==> config.mk <==
export PLATFORM = sky130hd
export DESIGN_NAME = ttoggle_sequencer_flat
export DESIGN_NICKNAME = d
export VERILOG_FILES = /design/src/rtl/ttoggle_sequencer_pkg.sv /design/src/rtl/ttoggle_sequencer_if.sv /design/src/rtl/ttoggle_sequencer_period_timer.sv /design/src/rtl/ttoggle_sequencer.sv /design/src/flat_wrapper.sv
export SDC_FILE = /design/constraint.sdc
export NUM_CORES = 1
export LEC_CHECK = 0
export CORE_MARGIN = 2
export CORE_UTILIZATION = 50
export CTS_BUF_LIST = sky130_fd_sc_hd__clkbuf_16
export DETAILED_ROUTE_END_ITERATION = 7
export PLACE_DENSITY = 0.75
export SYNTH_ARGS = -nofsm -noshare
export SYNTH_HDL_FRONTEND = slang
export SYNTH_SLANG_ARGS = --single-unit
==> constraint.sdc <==
create_clock -name clk -period 5.46 [get_ports clk]
set_input_delay 0.546 -clock clk [delete_from_list [all_inputs] [get_ports clk]]
set_output_delay 0.546 -clock clk [all_outputs]
set_load 0.01 [all_outputs]
==> src/rtl/ttoggle_sequencer_pkg.sv <==
// rtl/ttoggle_sequencer_pkg.sv - shared state encoding and default widths
package ttoggle_sequencer_pkg;

  localparam int DEF_W_CNT = 8;
  localparam int DEF_W_PER = 8;

  typedef enum logic {
    ST_IDLE = 1'b0,
    ST_RUN  = 1'b1
  } state_e;

endpackage

==> src/rtl/ttoggle_sequencer_if.sv <==
// rtl/ttoggle_sequencer_if.sv - host command / trigger status bundle
interface ttoggle_sequencer_if #(
  parameter int W_CNT = ttoggle_sequencer_pkg::DEF_W_CNT,
  parameter int W_PER = ttoggle_sequencer_pkg::DEF_W_PER
);
  logic             start;
  logic [W_CNT-1:0] count;
  logic [W_PER-1:0] period;
  logic             abort;
  logic             T;
  logic             Q;
  logic             nQ;
  logic             busy;
  logic             done;
  logic [W_CNT-1:0] remaining;

  modport master (
    output start, count, period, abort,
    input  T, Q, nQ, busy, done, remaining
  );

  modport slave (
    input  start, count, period, abort,
    output T, Q, nQ, busy, done, remaining
  );
endinterface

==> src/rtl/ttoggle_sequencer_period_timer.sv <==
// rtl/ttoggle_sequencer_period_timer.sv - loadable down-counter with zero flag
module ttoggle_sequencer_period_timer #(
  parameter int W = ttoggle_sequencer_pkg::DEF_W_PER
) (
  input  logic         i_clk,
  input  logic         i_rst,
  input  logic         i_load,
  input  logic [W-1:0] i_load_val,
  input  logic         i_en,
  output logic         o_zero
);
  logic [W-1:0] r_cnt;

  // load beats decrement so a strobe cycle can rearm the spacing
  always_ff @(posedge i_clk) begin
    if (i_rst) begin
      r_cnt <= '0;
    end else if (i_load) begin
      r_cnt <= i_load_val;
    end else if (i_en && !o_zero) begin
      r_cnt <= r_cnt - 1'b1;
    end
  end

  assign o_zero = (r_cnt == '0);
endmodule

==> src/rtl/ttoggle_sequencer.sv <==
// rtl/ttoggle_sequencer.sv - burst sequencer driving a T trigger, with Q/nQ state
module ttoggle_sequencer #(
  parameter int W_CNT = ttoggle_sequencer_pkg::DEF_W_CNT,
  parameter int W_PER = ttoggle_sequencer_pkg::DEF_W_PER
) (
  input logic               clk,
  input logic               rst,
  ttoggle_sequencer_if.slave bus
);
  import ttoggle_sequencer_pkg::*;

  state_e           r_state;
  state_e           w_next_state;
  logic             r_q;
  logic             r_done;
  logic [W_CNT-1:0] r_remaining;
  logic [W_PER-1:0] r_per;

  logic             w_t;
  logic             w_accept;
  logic             w_zero_cmd;
  logic             w_last;
  logic             w_abort_run;
  logic             w_load;
  logic [W_PER-1:0] w_load_val;
  logic             w_tmr_en;
  logic             w_tmr_zero;

  ttoggle_sequencer_period_timer #(.W(W_PER)) u_period_timer (
    .i_clk      (clk),
    .i_rst      (rst),
    .i_load     (w_load),
    .i_load_val (w_load_val),
    .i_en       (w_tmr_en),
    .o_zero     (w_tmr_zero)
  );

  always_comb begin
    w_next_state = r_state;
    w_t          = 1'b0;
    w_accept     = 1'b0;
    w_zero_cmd   = 1'b0;
    w_last       = 1'b0;
    w_abort_run  = 1'b0;
    w_load       = 1'b0;
    w_load_val   = r_per;
    w_tmr_en     = 1'b0;
    case (r_state)
      ST_IDLE: begin
        // abort in the same cycle drops the command entirely
        if (bus.start && !bus.abort) begin
          if (bus.count != '0) begin
            w_accept     = 1'b1;
            w_load       = 1'b1;
            w_load_val   = bus.period;
            w_next_state = ST_RUN;
          end else begin
            w_zero_cmd = 1'b1;
          end
        end
      end
      ST_RUN: begin
        if (bus.abort) begin
          w_abort_run  = 1'b1;
          w_next_state = ST_IDLE;
        end else if (w_tmr_zero) begin
          w_t    = 1'b1;
          w_load = 1'b1;
          if (r_remaining == W_CNT'(1)) begin
            w_last       = 1'b1;
            w_next_state = ST_IDLE;
          end
        end else begin
          w_tmr_en = 1'b1;
        end
      end
      default: w_next_state = ST_IDLE;
    endcase
  end

  always_ff @(posedge clk) begin
    if (rst) begin
      r_state     <= ST_IDLE;
      r_q         <= 1'b0;
      r_done      <= 1'b0;
      r_remaining <= '0;
      r_per       <= '0;
    end else begin
      r_state <= w_next_state;
      r_done  <= w_last || w_zero_cmd;
      if (w_accept) begin
        r_remaining <= bus.count;
        r_per       <= bus.period;
      end else if (w_abort_run) begin
        r_remaining <= '0;
      end else if (w_t) begin
        r_remaining <= r_remaining - 1'b1;
      end
      if (w_t) begin
        r_q <= ~r_q;
      end
    end
  end

  assign bus.T         = w_t;
  assign bus.Q         = r_q;
  assign bus.nQ        = ~r_q;
  assign bus.busy      = (r_state == ST_RUN);
  assign bus.done      = r_done;
  assign bus.remaining = r_remaining;
endmodule

==> src/flat_wrapper.sv <==
// flat-port wrapper written by rule: the top's interface ports become plain ports
module ttoggle_sequencer_flat import ttoggle_sequencer_pkg::*;
#(
  parameter int W_CNT = ttoggle_sequencer_pkg::DEF_W_CNT,
  parameter int W_PER = ttoggle_sequencer_pkg::DEF_W_PER
)
  (clk, rst, bus_start, bus_count, bus_period, bus_abort, bus_T, bus_Q, bus_nQ, bus_busy, bus_done, bus_remaining);
  ttoggle_sequencer_if #(.W_CNT(W_CNT), .W_PER(W_PER)) bus_i ();
  input logic clk;
  input logic rst;
  input wire logic [$bits(bus_i.start)-1:0] bus_start;
  input wire logic [$bits(bus_i.count)-1:0] bus_count;
  input wire logic [$bits(bus_i.period)-1:0] bus_period;
  input wire logic [$bits(bus_i.abort)-1:0] bus_abort;
  output wire logic [$bits(bus_i.T)-1:0] bus_T;
  output wire logic [$bits(bus_i.Q)-1:0] bus_Q;
  output wire logic [$bits(bus_i.nQ)-1:0] bus_nQ;
  output wire logic [$bits(bus_i.busy)-1:0] bus_busy;
  output wire logic [$bits(bus_i.done)-1:0] bus_done;
  output wire logic [$bits(bus_i.remaining)-1:0] bus_remaining;
  assign bus_i.start = bus_start;
  assign bus_i.count = bus_count;
  assign bus_i.period = bus_period;
  assign bus_i.abort = bus_abort;
  assign bus_T = bus_i.T;
  assign bus_Q = bus_i.Q;
  assign bus_nQ = bus_i.nQ;
  assign bus_busy = bus_i.busy;
  assign bus_done = bus_i.done;
  assign bus_remaining = bus_i.remaining;
  ttoggle_sequencer #(.W_CNT(W_CNT), .W_PER(W_PER)) u_core (.clk(clk), .rst(rst), .bus(bus_i));
endmodule
==> flow_metrics.py <==
metrics = {
    "run_status": {
        "status": "finished, final reports clean",
    },
    "pwr": {
        "pwr_density_cell_mw_per_mm2": 264,
        "leakage_uw": 0.000698,
        "irDropWorstVdd_v": 0.000160,
    },
    "sta": {
        "fin_worst_skew_ps": 4.48,
        "fmax_ghz": 0.300,
        "worst-slew-pin-transition_ps": 897,
        "finalHoldViolCount": 0,
        "final.setup.tns_ps": 0,
        "maxSlewViolCount": 0,
        "maxSlewHeadroom_pct": 38.6,
        "finalCriticalPeriod_ps": 3340,
        "min_period_over_period_pct": 61.1,
        "setup_viol": 0,
        "rsz0062_at_grt": "no",
    },
    "die": {
        "fp.coreArea_mm2": 0.00303,
        "die_h_um": 60.2,
        "initial_core_util_pct": 52.2,
        "die_area_mm2": 0.00363,
        "die_w_um": 60.2,
        "io-pin-count": 33,
        "rows": 20,
    },
    "detailed_routing": {
        "drtPass1Iterations": 4,
        "routed_wl_mm": 4.06,
        "vias": 1599,
        "final_antenna_net_count": 0,
        "first_iter_violations": 98,
        "wire_per_inst_um": 15.7,
        "drc": 0,
        "via_per_inst": 6.17,
    },
    "synthesis": {
        "synth_seq_area_share_pct": 34.2,
        "yosys_warnings": 0,
        "syn_area_mm2": 0.00158,
        "synth_top_area_cell": "dfxtp_1",
        "synth_cell_types": 60,
        "async_reset_ff_share_pct": 0,
        "yosysTopAreaCellShare_pct": 34.2,
        "syn_avg_cell_area_um2": 8.32,
        "synth.area.top_cells": "dfxtp_1 (34%), a21oi_1 (4.7%), nand2_1 (4.7%)",
        "synth_flop_cell": "dfxtp_1",
        "netlist_instances": 190,
        "synth_edf_count": 0,
        "synth_nets": 214,
        "synth_seq_cells": 27,
    },
    "cells_and_area": {
        "drive_above_1_share_pct": 9.30,
        "antenna_cells": 0,
        "nFillCells": 275,
        "regArea_um2": 541,
        "final_nets": 240,
        "fin_util_pct": 65.4,
        "final_common_cell": "clkdlybuf4s50_1",
        "syn_to_final_growth_pct": 25.2,
        "final_cell_mix": "clkdlybuf4s50_1 (32), dfxtp_1 (27), nand2_1 (20), a21oi_1 (15), nor2_1 (9)",
        "multi_input_area_um2": 943,
    },
    "worst_setup_path": {
        "cpMaxStageDelayCell": "nor2b_1",
        "critPathBufInv": 3,
        "crit_type": "in -> out",
        "cp.arrival_ps": 2790,
        "r2r-end": "u_core.u_period_timer.r_cnt[4]",
        "worstPathMaxFanout": 15,
        "cp-start-kind": "primary input",
        "slowest_delay_ps": 590,
        "r2r_start": "u_core.u_period_timer.r_cnt[0]",
        "critical-path-top-delay-family": "buffers and inverters",
        "path_cells": "clkdlybuf4s50_1, nor2b_1, nand3_1, inv_2, clkdlybuf4s50_1",
        "cp.required_ps": 4910,
        "reg2reg_setup_slack_ps": 3240,
        "ff2ff_path_depth": 7,
        "crit_top_cell": "clkdlybuf4s50_1",
        "worst_setup_path_end_kind": "output pin",
    },
    "global_routing": {
        "grt_pass1_vias": 1489,
        "grt_overflow": 0,
        "grt_util_all_layers_pct": 24.0,
        "grt_pass1_wl_mm": 6.55,
        "grt_max_degree": 23,
        "antenna_found_initial": 0,
    },
    "hold_path": {
        "holdPathStages": 2,
        "hold_end": "u_core.r_per[1]",
        "min_from": "u_core.r_per[1]",
        "hp-class": "reg -> reg",
    },
    "cts": {
        "h-tree-depth": 1,
        "cts_sinks": 27,
        "clockRootBuffer": "clkbuf_16",
        "cts_buffers": 3,
        "cts_hold_buf": 0,
        "clk_pin_slew_ps": 70,
        "cts_resized": 0,
        "clk_latency_ps": 260,
        "post-cts-setup-buffers": 0,
        "clock_path_buffers": 2,
        "cts_tree": "yes",
    },
    "place": {
        "port_buffers": 32,
        "place.gp.congestion": 0.860,
        "dpl.hpwl_mm": 2.96,
    },
    "run": {
        "cap_violations": 0,
    },
}
==> synth_stat cells (3+ instances only) <==
master    number
o21ai_0        7
nand2b_1       3
a31oi_1        3
or3_1          3
dfxtp_1       27
inv_1          8
nand3_1        7
xnor2_1        4
a21oi_1       15
or4_1          3
clkbuf_1       7
nand2_1       20
nor2_1         9
nor3_1         4
a211oi_1       3
nor4_1         6
ha_1           4
==> sequential cells by signal, indices dropped and copies added, names as in the netlist <==
| register | flops |
|---|---|
| u_core.r_per | 8 |
| u_core.bus.done | 1 |
| u_core.u_period_timer.r_cnt | 8 |
| u_core.bus.busy | 1 |
| u_core.bus.Q | 1 |
| u_core.bus.remaining | 8 |
==> where the power goes <==
group,leakage (µW),switching (µW),internal (µW),total (µW)
clock network,0.0000409,68.5,98.8,167
logic,0.000436,69.6,60.6,130
registers,0.000221,14.7,210,224
==> worst max path at each step <==
stage / from / end / slack, ps / depth (start not counted)
2_1_floorplan: bus_count[6] / u_core.bus.remaining[7] / 3450 / 5
3_3_place_gp: bus_abort / bus_T / 2250 / 5
3_5_place_dp: bus_abort / bus_T / 2190 / 5
4_1_cts: bus_abort / bus_T / 2160 / 5
5_1_grt: bus_abort / bus_T / 1990 / 5
6_report: bus_abort / bus_T / 2120 / 5
==> area by class of cell <==
class | instances | share of cell area, %
inverters | 9 | 1.71
flip-flops and latches | 27 | 27.3
well taps | 44 | 2.78
clock inverters | 1 | 0.253
clock buffers | 3 | 3.79
repair buffers | 33 | 16.6
multi-input cells | 142 | 47.6
==> stage by stage <==
| stage | instances | setup WS, ps | hold slack, ps | power, µW | cell area, µm² |
|---|---|---|---|---|---|
| detailed placement | 255 | 2190 | 448 | 356 | 1900 |
| global route | 259 | 1990 | 493 | 547 | 1980 |
| global placement | 255 | 2250 | 443 | 352 | 1900 |
| CTS | 259 | 2160 | 457 | 523 | 1980 |
| finish | 259 | 2120 | 457 | 522 | 1980 |
| floorplan | 190 | 3450 | 432 | 309 | 1580 |
==> cells by family after synthesis <==
family | Yosys count | share of synthesized area [%]
simple gates | 76 | 28.2
compound gates | 55 | 24.3
flops | 27 | 34.2
buf+inv | 21 | 6.17
xor+xnor | 6 | 3.32
fa+ha+maj | 4 | 3.16
mux | 1 | 0.712
==> routing by layer <==
layer | GRT usage (%) | up-vias | wire length [µm]
li1 | - | 767 | -
met1 | 30.6 | 759 | 1780
met2 | 41.0 | 67 | 1970
met3 | 3.90 | 6 | 254
met4 | 7.94 | 0 | 55
met5 | 0 | - | 0
==> worst min-delay path: cells and delay by family, from the launching register on <==
kind,cells,cell delay (ps)
flops,1,310
simple gates,1,50
compound gates,1,50
No activity file was read; power rests on OpenSTA's default activity.
